**src/rtl/usb_tx_packet_sequencer.sv**
```systemverilog
// usb_tx_packet_sequencer
// Builds a full USB 1.1 packet (SYNC, PID, payload, CRC16) one byte at a time
// for the bit-level serializer. Payload bytes are popped from the endpoint
// buffer and folded into the CRC as they pass through.
//
// Ports:
//   clk, rst                  clock, synchronous active-high reset
//   tx_start, tx_packet       start request and packet type (1..5)
//   buffer_occupancy          buffer byte count (latched at start, then
//                             only watched for underflow)
//   tx_packet_data            buffer read data, valid with the pop strobe
//   get_tx_packet_data        pop strobe to the buffer
//   byte_out/valid/last       byte register toward the serializer
//   byte_ready                serializer accept
//   tx_busy, tx_done, tx_error status
//
// state  | meaning (byte currently held in the output register)
// IDLE   | nothing to send, waiting for tx_start
// SYNC   | SYNC byte presented; PID loads next
// PID    | data PID presented; first payload byte or CRC low loads next
// DATA   | payload byte presented; next payload byte or CRC low loads next
// CRC_LO | CRC low byte presented; CRC high byte loads next
// CRC_HI | CRC high byte (last) presented; done once accepted
// FINISH | handshake PID (last) presented; done once accepted
module usb_tx_packet_sequencer #(
  parameter int MAX_PKT = 64
) (
  input  logic       clk,
  input  logic       rst,
  input  logic       tx_start,
  input  logic [2:0] tx_packet,
  input  logic [6:0] buffer_occupancy,
  input  logic [7:0] tx_packet_data,
  output logic       get_tx_packet_data,
  output logic [7:0] byte_out,
  output logic       byte_valid,
  input  logic       byte_ready,
  output logic       byte_last,
  output logic       tx_busy,
  output logic       tx_done,
  output logic       tx_error
);

  localparam logic [6:0] MAX_CNT = 7'(MAX_PKT);

  typedef enum logic [2:0] {IDLE, SYNC, PID, DATA, CRC_LO, CRC_HI, FINISH} state_t;

  state_t      state_q, state_d;
  logic [2:0]  type_q, type_d;
  logic [6:0]  count_q, count_d;
  logic [15:0] crc_q, crc_d;
  logic [7:0]  byte_q, byte_d;
  logic        valid_q, valid_d;
  logic        last_q, last_d;
  logic        busy_q, busy_d;
  logic        done_q, done_d;
  logic        err_q, err_d;
  logic        pop_c;
  logic        free_c;

  // Reflected CRC-16 (0xA001), all eight bit-steps unrolled in one cycle.
  function automatic logic [15:0] crc16_byte(input logic [15:0] c, input logic [7:0] d);
    logic [15:0] r;
    r = c ^ {8'h00, d};
    for (int i = 0; i < 8; i++) begin
      r = r[0] ? ((r >> 1) ^ 16'hA001) : (r >> 1);
    end
    return r;
  endfunction

  function automatic logic [7:0] pid_of(input logic [2:0] t);
    case (t)
      3'd1:    return 8'hC3;
      3'd2:    return 8'h4B;
      3'd3:    return 8'hD2;
      3'd4:    return 8'h5A;
      3'd5:    return 8'h1E;
      default: return 8'h00;
    endcase
  endfunction

  function automatic logic is_data(input logic [2:0] t);
    return (t == 3'd1) || (t == 3'd2);
  endfunction

  always_comb begin
    state_d = state_q;
    type_d  = type_q;
    count_d = count_q;
    crc_d   = crc_q;
    byte_d  = byte_q;
    valid_d = valid_q;
    last_d  = last_q;
    busy_d  = busy_q;
    done_d  = 1'b0;
    err_d   = 1'b0;
    pop_c   = 1'b0;
    free_c  = !valid_q || byte_ready;

    // Accepted byte with nothing loaded behind it empties the register.
    if (valid_q && byte_ready) begin
      valid_d = 1'b0;
      last_d  = 1'b0;
    end

    case (state_q)
      IDLE: begin
        if (tx_start && (tx_packet >= 3'd1) && (tx_packet <= 3'd5)) begin
          type_d  = tx_packet;
          count_d = is_data(tx_packet) ?
                    ((buffer_occupancy > MAX_CNT) ? MAX_CNT : buffer_occupancy) : 7'd0;
          crc_d   = 16'hFFFF;
          busy_d  = 1'b1;
          byte_d  = 8'h80;
          valid_d = 1'b1;
          last_d  = 1'b0;
          state_d = SYNC;
        end
      end
      SYNC: begin
        if (free_c) begin
          byte_d  = pid_of(type_q);
          valid_d = 1'b1;
          if (is_data(type_q)) begin
            state_d = PID;
          end else begin
            last_d  = 1'b1;
            state_d = FINISH;
          end
        end
      end
      PID, DATA: begin
        if (free_c) begin
          if (count_q == 7'd0) begin
            byte_d  = ~crc_q[7:0];
            valid_d = 1'b1;
            state_d = CRC_LO;
          end else if (buffer_occupancy == 7'd0) begin
            // Underflow: abandon the packet without CRC or EOP.
            err_d   = 1'b1;
            valid_d = 1'b0;
            last_d  = 1'b0;
            busy_d  = 1'b0;
            state_d = IDLE;
          end else begin
            pop_c   = 1'b1;
            byte_d  = tx_packet_data;
            valid_d = 1'b1;
            crc_d   = crc16_byte(crc_q, tx_packet_data);
            count_d = count_q - 7'd1;
            state_d = DATA;
          end
        end
      end
      CRC_LO: begin
        if (free_c) begin
          byte_d  = ~crc_q[15:8];
          valid_d = 1'b1;
          last_d  = 1'b1;
          state_d = CRC_HI;
        end
      end
      CRC_HI, FINISH: begin
        if (free_c) begin
          done_d  = 1'b1;
          busy_d  = 1'b0;
          state_d = IDLE;
        end
      end
      default: state_d = IDLE;
    endcase
  end

  always_ff @(posedge clk) begin
    if (rst) begin
      state_q <= IDLE;
      type_q  <= 3'd0;
      count_q <= 7'd0;
      crc_q   <= 16'hFFFF;
      byte_q  <= 8'h00;
      valid_q <= 1'b0;
      last_q  <= 1'b0;
      busy_q  <= 1'b0;
      done_q  <= 1'b0;
      err_q   <= 1'b0;
    end else begin
      state_q <= state_d;
      type_q  <= type_d;
      count_q <= count_d;
      crc_q   <= crc_d;
      byte_q  <= byte_d;
      valid_q <= valid_d;
      last_q  <= last_d;
      busy_q  <= busy_d;
      done_q  <= done_d;
      err_q   <= err_d;
    end
  end

  // The pop is suppressed during reset so the buffer never loses a byte
  // to a packet that is being dropped.
  assign get_tx_packet_data = pop_c && !rst;
  assign byte_out           = byte_q;
  assign byte_valid         = valid_q;
  assign byte_last          = last_q;
  assign tx_busy            = busy_q;
  assign tx_done            = done_q;
  assign tx_error           = err_q;

endmodule
```
**config.mk**
```make
export PLATFORM = sky130hd
export DESIGN_NAME = usb_tx_packet_sequencer
export DESIGN_NICKNAME = d
export VERILOG_FILES = /design/src/rtl/usb_tx_packet_sequencer.sv
export SDC_FILE = /design/constraint.sdc
export NUM_CORES = 1
export LEC_CHECK = 0
export CAP_MARGIN = 20
export CORE_ASPECT_RATIO = 0.9
export CORE_MARGIN = 2
export CORE_UTILIZATION = 50
export CTS_BUF_LIST = sky130_fd_sc_hd__clkbuf_16
export CTS_CLUSTER_SIZE = 16
export DETAILED_ROUTE_END_ITERATION = 8
export PLACE_DENSITY = 0.74
export SYNTH_ARGS = -nofsm -noshare
export SYNTH_HDL_FRONTEND = slang
export SYNTH_SLANG_ARGS = --single-unit
```
**constraint.sdc**
```tcl
create_clock -name clk -period 6.3 [get_ports clk]
set_clock_uncertainty 0.1 [all_clocks]
set_input_delay 1.26 -clock clk [delete_from_list [all_inputs] [get_ports clk]]
set_output_delay 1.26 -clock clk [all_outputs]
set_load 0.1 [all_outputs]
```
==> results of run 1 <==
## tightest hold or removal path: stages, from the launching register on
cell and delay (ns):
dfxtp_1 0.31, nand2_1 0.05, a21oi_1 0.05
## power by group
| group | internal, W | switching (W) |
|---|---|---|
| sequential | 0.000317 | 0.0000567 |
| clock | 0.000143 | 0.000103 |
| combinational | 0.000246 | 0.000581 |
## how the worst max path moves through the flow
stage	to	slack (ns)	cells past startpoint
after global placement	get_tx_packet_data	1.90	6
final	get_tx_packet_data	1.87	6
after detailed placement	get_tx_packet_data	1.87	6
after floorplan	get_tx_packet_data	1.57	5
after global routing	get_tx_packet_data	1.77	6
after CTS	get_tx_packet_data	1.87	6
## cell type report
cell class | count | area (um^2) | area share
Timing Repair Buffer | 38 | 370.4 | 0.1206
Clock inverter | 2 | 10.01 | 0.003260
Tap cell | 65 | 81.33 | 0.02649
Clock buffer | 5 | 125.1 | 0.04075
Sequential cell | 42 | 840.8 | 0.2738
Multi-Input combinational cell | 258 | 1613 | 0.5253
Inverter | 8 | 30.03 | 0.009780
## through the flow
stage,cells,util,worst slack (ns),hold WS (ns)
3_5_place_dp,411,0.5924,1.872,0.3501
6_report,418,0.6197,1.866,0.3652
4_1_cts,418,0.6197,1.867,0.3654
5_1_grt,418,0.6197,1.771,0.3979
2_1_floorplan,335,-,1.567,0.3458
3_3_place_gp,411,0.5924,1.902,0.3509
## state kept, by name (all words and copies together), names as in the netlist
register    cells
byte_last       1
byte_out        8
byte_valid      1
count_q         7
crc_q          16
state_q         3
tx_busy         1
tx_done         1
tx_error        1
type_q          3
## cell usage in the layout (no fill, tap or decap), types with 3 or more instances in the layout
master	synthesis	layout
a211oi_1	3	3
a21oi_1	30	30
a32o_1	3	3
a41oi_1	3	3
buf_4	1	4
clkbuf_16	0	5
clkdlybuf4s50_1	0	34
dfxtp_1	42	42
ha_1	3	3
inv_1	8	8
mux2i_1	3	3
nand2_1	22	22
nand2b_1	9	9
nand3_1	11	11
nor2_1	38	38
nor2b_1	4	4
nor3_1	25	25
nor3b_1	4	4
o21ai_0	20	20
o21bai_1	8	8
o22a_1	3	3
o22ai_1	6	6
or3_1	9	9
xnor2_1	14	14
xor2_1	8	8
## cells in the mapped netlist, drive strengths merged (4+ instances only)
| cell | count | share of area |
|---|---|---|
| a211oi | 4 | 0.013 |
| a21oi | 30 | 0.057 |
| buf | 8 | 0.023 |
| clkbuf | 19 | 0.027 |
| dfxtp | 42 | 0.32 |
| inv | 8 | 0.011 |
| nand2 | 22 | 0.032 |
| nand2b | 9 | 0.022 |
| nand3 | 11 | 0.021 |
| nor2 | 38 | 0.055 |
| nor2b | 4 | 0.0096 |
| nor3 | 25 | 0.048 |
| nor3b | 4 | 0.011 |
| o21ai | 21 | 0.045 |
| o21bai | 8 | 0.023 |
| o22ai | 6 | 0.014 |
| or3 | 9 | 0.022 |
| xnor2 | 14 | 0.047 |
| xor2 | 8 | 0.027 |
## per-layer routing
layer	wire [um]	share of wire	vias up	track usage
li1	-	-	1233	-
met1	3216	0.48	1166	0.3504
met2	3007	0.45	83	0.3759
met3	413	0.061	12	0.03837
met4	89	0.013	0	0.07910
met5	0	0	-	0
## logic make-up (layout without fill, tap and decap cells)
group | after synthesis | count (layout) | synth area share
buffers and inverters | 35 | 53 | 0.06128
AO/OA/AOI/OAI | 97 | 97 | 0.2566
XOR/XNOR | 23 | 23 | 0.08234
multiplexers | 3 | 3 | 0.01149
adder cells (fa/ha/maj) | 3 | 3 | 0.01436
flip-flops | 42 | 42 | 0.3217
AND/OR/NAND/NOR | 132 | 132 | 0.2523
==> flow_metrics.py, run 1 <==
metrics = {
    "routing": {
        "wire_per_inst_um": 16.09,
        "vias": 2494,
        "detail_route.first_pass.iterations": 5,
        "drc_errors": 0,
        "via_per_inst": 5.967,
        "drtIter0Drc": 255,
        "wirelength_um": 6727,
        "final_antenna_net_count": 0,
    },
    "global_route": {
        "grt_max_degree": 46,
        "grt_util_all_layers": 0.2437,
        "antenna_found_initial": 0,
        "grt_first_pass_wirelength_um": 11070,
        "grt_pass1_vias": 2381,
        "grt_overflow": 0,
    },
    "placement": {
        "port-buffer-count": 35,
        "place_area_um2": 2935,
        "gp_congestion": 0.9372,
        "dpl.hpwl_um": 4678,
    },
    "synthesis": {
        "ys_seq_area_frac": 0.3217,
        "synth_ff_type": "dfxtp_1",
        "synthCells": 335,
        "ys_warn_count": 0,
        "synth_area_per_cell_um2": 7.802,
        "ys_types": 56,
        "synth_area_um2": 2614,
        "synth-seq-cells": 42,
        "synth_edf_count": 0,
        "async_reset_ff_frac": 0,
        "synth_fp_nets": 360,
    },
    "clocking": {
        "cts_sinks": 42,
        "cts-root-buf": "clkbuf_16",
        "htree_num_levels": 2,
        "clk_latency_ns": 0.29,
        "ctsResizeCount": 0,
        "post_cts_buffers": 0,
        "clk_pin_slew_ns": 0.06,
        "clk_path_buf_depth": 2,
        "numCtsBuffers": 5,
        "cts_tree": "done",
        "cts_hold_buf": 0,
    },
    "critical_path": {
        "cp_cell_sequence": "clkdlybuf4s50_1 -> or4_4 -> nor4_4 -> or3_1 -> nor2_1 -> buf_4",
        "rr_endpoint": "byte_out[5]",
        "critical_path.endpoint_type": "primary output",
        "slowest_stage": "or4_4",
        "crit_family": "simple AND/OR/NAND/NOR gates",
        "critPathRequiredTime_ns": 4.94,
        "r2r_cells": 8,
        "path_buf_inv": 2,
        "path_max_fanout": 5,
        "arrival_ns": 3.07,
        "r2r_start": "count_q[0]",
        "max_stage_delay_ns": 0.59,
        "start_kind": "primary input",
        "startpoint": "buffer_occupancy[1]",
        "rrSetupSlack_ns": 3.15,
        "worst-setup-path-type": "primary input to primary output",
    },
    "sta": {
        "worstMarginPinSlew_ns": 0.9834,
        "relSlewSlack": 0.3444,
        "tns_ns": 0,
        "report.final.slew_viol_count": 0,
        "fmax_mhz": 225.6,
        "setup_viol": 0,
        "rsz0062_at_grt": "false",
        "post-route-min-period_ns": 4.434,
        "finalCritPeriodShare": 0.7037,
        "hold_viol": 0,
    },
    "layout": {
        "n_fill_cell": 466,
        "syn2layout_area_growth_pct": 17.47,
        "layout-drive-gt1-share": 0.05666,
        "nets": 378,
        "stdcell_area_um2": 3070,
        "diodes": 0,
    },
    "pwr": {
        "p_leak_nw": 1.096,
        "irDropWorstVdd_uv": 295.7,
        "cellPowerDensity_nw_per_um2": 470.9,
        "p_total_w": 0.001446,
    },
    "floorplan": {
        "dieArea_um2": 5822,
        "num_rows": 24,
        "initial_core_util": 0.5275,
        "dieWidth_um": 80.21,
        "core_area_um2": 4955,
        "die_h_um": 72.59,
        "ios": 36,
    },
    "min_path": {
        "min_path_type": "flip-flop to flip-flop",
        "hold_end": "byte_out[3]",
        "min_from": "byte_out[3]",
        "holdPathStages": 2,
    },
    "run": {
        "drv_cap": 0,
    },
    "run_status": {
        "outcome": "completed",
    },
}
Note: power is estimated with default switching activity, not from simulation.
==> run 2: changes to the inputs <==
==> constraint.sdc (replaced) <==
create_clock -name clk -period 4.2 [get_ports clk]
set_clock_uncertainty 0.1 [all_clocks]
set_input_delay 0.84 -clock clk [delete_from_list [all_inputs] [get_ports clk]]
set_output_delay 0.84 -clock clk [all_outputs]
set_load 0.1 [all_outputs]
==> flow_metrics.py, run 2 (synthesized netlist as in run 1, its figures left out) <==
metrics = {
    "run_status": {
        "outcome": "completed",
    },
    "clocking": {
        "clk_pin_slew_ns": 0.06,
        "clk_latency_ns": 0.29,
        "clk_path_buf_depth": 2,
        "cts-root-buf": "clkbuf_16",
        "cts_hold_buf": 0,
        "post_cts_buffers": 0,
        "ctsResizeCount": 0,
        "htree_num_levels": 2,
        "numCtsBuffers": 5,
        "cts_tree": "done",
        "cts_sinks": 42,
    },
    "layout": {
        "layout_common_cells": "dfxtp_1 (42), nor2_1 (38), clkdlybuf4s50_1 (34)",
        "syn2layout_area_growth_pct": 19.67,
        "largest_reg_flops": 16,
        "final_cells": 421,
        "largest_register": "crc_q",
        "layout.cells.most_common": "dfxtp_1",
        "layout-drive-gt1-share": 0.06461,
        "diodes": 0,
        "nets": 380,
    },
    "global_route": {
        "antenna_found_initial": 0,
        "grt_max_degree": 45,
        "grt_util_all_layers": 0.2484,
        "grt_pass1_vias": 2233,
        "grt_first_pass_wirelength_um": 11220,
        "grt_overflow": 0,
    },
    "routing": {
        "wirelength_um": 6849,
        "via_per_inst": 5.905,
        "final_antenna_net_count": 0,
        "drtIter0Drc": 246,
        "detail_route.first_pass.iterations": 4,
        "vias": 2486,
        "drc_errors": 0,
        "wire_per_inst_um": 16.27,
    },
    "pwr": {
        "cellPowerDensity_nw_per_um2": 721.6,
        "seqPwrFrac": 0.254,
        "power.switching_w": 0.001128,
        "irDropWorstVdd_uv": 384.2,
        "intPower_w": 0.001130,
        "combPwrFrac": 0.550,
        "p_sw_frac": 0.4995,
        "p_total_w": 0.002257,
        "p_clk_frac": 0.196,
        "p_leak_nw": 1.121,
    },
    "floorplan": {
        "core_area_um2": 4955,
        "ios": 36,
        "initial_core_util": 0.5275,
        "dieWidth_um": 80.21,
        "num_rows": 24,
        "die_h_um": 72.59,
        "dieArea_um2": 5822,
    },
    "critical_path": {
        "path_max_fanout": 5,
        "r2r_cells": 8,
        "critPathRequiredTime_ns": 3.26,
        "rr_endpoint": "byte_out[5]",
        "rrSetupSlack_ns": 1.04,
        "arrival_ns": 2.59,
        "worst-setup-path-type": "primary input to primary output",
        "critical_path.endpoint_type": "primary output",
        "r2r_start": "count_q[0]",
        "startpoint": "buffer_occupancy[1]",
        "start_kind": "primary input",
    },
    "min_path": {
        "min_from": "byte_out[3]",
        "min_path_type": "flip-flop to flip-flop",
        "hold_end": "byte_out[3]",
        "holdPathStages": 2,
    },
    "placement": {
        "gp_congestion": 0.9213,
        "port-buffer-count": 35,
        "dpl_worst_slack_ns": 0.6771,
        "dpl.hpwl_um": 4790,
        "dp.cells": 413,
    },
    "sta": {
        "post-route-min-period_ns": 3.525,
        "fmax_mhz": 283.7,
        "relSlewSlack": 0.3013,
        "hold_viol": 0,
        "setup_viol": 0,
        "report.final.slew_viol_count": 0,
        "tns_ns": 0,
        "worstMarginPinSlew_ns": 1.048,
        "finalCritPeriodShare": 0.8394,
        "setup_slack_ns": 0.6746,
        "rsz0062_at_grt": "false",
    },
    "run": {
        "drv_cap": 0,
    },
}
## run 2: cell count changes in the layout (fill, tap and decap cells not counted)
cell	delta
buf_12	+1
buf_4	+1
bufinv_16	+1
## run 2: cell type report
type / count / area (um^2)
Timing Repair Buffer: 40 / 397.9
Tap cell: 65 / 81.33
Clock buffer: 5 / 125.1
Fill cell: 439 / 1827
Sequential cell: 42 / 840.8
Multi-Input combinational cell: 258 / 1613
Inverter: 8 / 30.03
Clock inverter: 3 / 40.04
## run 2: power by group through the flow
| stage | registers (W) | clock network (W) | logic (W) |
|---|---|---|---|
| 2_1_floorplan | 0.000812 | 0 | 0.000752 |
| 3_3_place_gp | 0.000578 | 0 | 0.00122 |
| 3_5_place_dp | 0.000580 | 0 | 0.00122 |
| 4_1_cts | 0.000572 | 0.000442 | 0.00123 |
| 5_1_grt | 0.000589 | 0.000461 | 0.00134 |
| 6_report | 0.000574 | 0.000443 | 0.00124 |
## run 2: worst max-delay path by stage
| stage | to | cells after the start |
|---|---|---|
| 5_1_grt | get_tx_packet_data | 6 |
| 2_1_floorplan | get_tx_packet_data | 5 |
| 6_report | get_tx_packet_data | 6 |
| 3_3_place_gp | get_tx_packet_data | 6 |
| 4_1_cts | get_tx_packet_data | 6 |
| 3_5_place_dp | get_tx_packet_data | 6 |
## run 2: stage by stage
stage                 util  cell area, um^2  hold slack, ns
finish              0.6313             3128          0.3632
detailed placement  0.5980             2963          0.3512
global route        0.6313             3128          0.3965
global placement    0.5980             2963          0.3514
CTS                 0.6313             3128          0.3620
floorplan                -             2614          0.3458
## run 2: worst max-delay path: stages
cell,delay [ns]
clkdlybuf4s50_1,0.43
or4_4,0.60
nor4_4,0.26
or3_1,0.19
nor2_1,0.09
buf_12,0.18
## run 2: per-layer routing
metal / wire [um] / track usage / vias up
met3: 602 / 0.04332 / 6
li1: - / - / 1237
met5: 0 / 0 / -
met4: 59 / 0.06403 / 0
met2: 3071 / 0.3657 / 97
met1: 3115 / 0.3757 / 1146
==> run 3: changes to the inputs <==
==> constraint.sdc (replaced) <==
create_clock -name clk -period 3.35 [get_ports clk]
set_clock_uncertainty 0.1 [all_clocks]
set_input_delay 0.67 -clock clk [delete_from_list [all_inputs] [get_ports clk]]
set_output_delay 0.67 -clock clk [all_outputs]
set_load 0.1 [all_outputs]
==> flow_metrics.py, run 3 (synthesized netlist as in run 1, its figures left out) <==
metrics = {
    "routing": {
        "vias": 2538,
        "wire_per_inst_um": 15.99,
        "detail_route.first_pass.iterations": 5,
        "final_antenna_net_count": 0,
        "wirelength_um": 6877,
        "via_per_inst": 5.902,
        "drc_errors": 0,
        "drtIter0Drc": 312,
    },
    "floorplan": {
        "dieArea_um2": 5822,
        "num_rows": 24,
        "dieWidth_um": 80.21,
        "initial_core_util": 0.5275,
        "core_area_um2": 4955,
        "ios": 36,
        "die_h_um": 72.59,
    },
    "layout": {
        "syn2layout_area_growth_pct": 21.11,
        "layout.cells.most_common": "dfxtp_1",
        "largest_reg_flops": 16,
        "largest_register": "crc_q",
        "final-seq-area_um2": 840.8,
        "nets": 389,
        "layout-drive-gt1-share": 0.1260,
        "n_fill_cell": 470,
        "multiInputGateArea_um2": 1615,
        "layout_common_cells": "dfxtp_1 (42), nor2_1 (37), a21oi_1 (30)",
        "diodes": 0,
        "final_cells": 430,
    },
    "global_route": {
        "grt_first_pass_wirelength_um": 11550,
        "antenna_found_initial": 0,
        "grt_util_all_layers": 0.2524,
        "grt_overflow": 0,
        "grt_max_degree": 45,
        "grt_pass1_vias": 2334,
    },
    "clocking": {
        "cts_hold_buf": 0,
        "ctsResizeCount": 0,
        "cts_tree": "done",
        "htree_num_levels": 2,
        "numCtsBuffers": 5,
        "cts_sinks": 42,
        "clk_pin_slew_ns": 0.06,
        "clk_latency_ns": 0.28,
        "clk_path_buf_depth": 2,
        "post_cts_buffers": 0,
        "cts-root-buf": "clkbuf_16",
    },
    "critical_path": {
        "r2r_start": "count_q[1]",
        "startpoint": "buffer_occupancy[1]",
        "max_stage_delay_ns": 0.60,
        "path_max_fanout": 3,
        "crit_family": "simple AND/OR/NAND/NOR gates",
        "cp_cell_sequence": "clkdlybuf4s50_1 -> or4_4 -> nor4_4 -> or3_1 -> nor2_2 -> buf_12",
        "critical_path.endpoint_type": "primary output",
        "worst-setup-path-type": "primary input to primary output",
        "path_buf_inv": 2,
        "start_kind": "primary input",
        "arrival_ns": 2.35,
        "critPathRequiredTime_ns": 2.58,
        "slowest_stage": "or4_4",
    },
    "pwr": {
        "irDropWorstVdd_uv": 449.8,
        "cellPowerDensity_nw_per_um2": 900.1,
        "p_leak_nw": 1.189,
    },
    "sta": {
        "worstMarginPinSlew_ns": 1.253,
        "relSlewSlack": 0.1648,
        "rsz0062_at_grt": "false",
        "report.final.slew_viol_count": 0,
        "hold_viol": 0,
        "finalCritPeriodShare": 0.9308,
        "fmax_mhz": 320.7,
        "setup_viol": 0,
        "tns_ns": 0,
        "post-route-min-period_ns": 3.118,
    },
    "placement": {
        "dpl.hpwl_um": 4920,
        "port-buffer-count": 35,
        "dp.cells": 422,
        "gp_congestion": 0.9537,
    },
    "min_path": {
        "min_from": "byte_out[3]",
        "min_path_type": "flip-flop to flip-flop",
    },
    "run": {
        "drv_cap": 0,
    },
    "run_status": {
        "outcome": "completed",
    },
}
==> run 3: changes by cell type in the layout (fill, tap and decap cells not counted) <==
cell / before / now
buf_4: 5 / 27
clkdlybuf4s50_1: 34 / 21
nor2_1: 38 / 37
nor2_2: 0 / 1
==> run 3: final timing paths <==
| path | end | slack (ns) | depth (start not counted) |
|---|---|---|---|
| worst min-delay path | byte_out[3] | 0.37 | 2 |
| worst min register to register | byte_out[3] | 0.37 | 2 |
| worst max-delay path | get_tx_packet_data | 0.23 | 6 |
| worst max register to register | crc_q[6] | 0.39 | 9 |
==> run 3: final cells by class <==
| type | instances | area share |
|---|---|---|
| tap | 65 | 0.02569 |
| sequential | 42 | 0.2656 |
| timing repair buffer | 49 | 0.1368 |
| clock inverter | 3 | 0.01265 |
| inverter | 8 | 0.009486 |
| multi-input combinational | 258 | 0.5103 |
| clock buffer | 5 | 0.03953 |
==> run 3: where the power goes <==
part | total [W] | leakage (nW) | switching, W | internal (W)
sequential | 0.000696 | 0.342 | 0.000100 | 0.000596
clock | 0.000550 | 0.0836 | 0.000202 | 0.000349
combinational | 0.00160 | 0.763 | 0.00111 | 0.000497
total | 0.00285 | 1.19 | 0.00141 | 0.00144
==> run 3: per-layer routing <==
metal  share of wire  routed length [um]  vias to the layer above  GRT usage
met3           0.078                 533                        8    0.03837
met4           0.010                  69                        0    0.05650
met5               0                   0                        -          0
met2            0.44                2998                      114     0.3889
met1            0.48                3276                     1159     0.3734
li1                -                   -                     1257          -
==> run 3: worst register-to-register path, delay by kind of cell (launching register included) <==
| family | cells | cell delay [ns] |
|---|---|---|
| adders and majority gates | 1 | 0.28 |
| buffers and inverters | 2 | 0.42 |
| DFF | 1 | 0.38 |
| and+or+nand+nor | 3 | 0.42 |
| AOI/OAI and AO/OA | 3 | 1.23 |
==> run 3: through the flow <==
step                  util  instance area, um^2  power, W  hold WS (ns)  setup WS, ns
floorplan                -                 2616  0.001962        0.3458        0.1827
global placement    0.6056                 3000  0.002270        0.3503       0.09494
detailed placement  0.6056                 3000  0.002275        0.3523       0.01673
CTS                 0.6389                 3166  0.002835        0.3707        0.2262
global route        0.6389                 3166  0.003020        0.4058       0.03501
finish              0.6389                 3166  0.002849        0.3673        0.2319
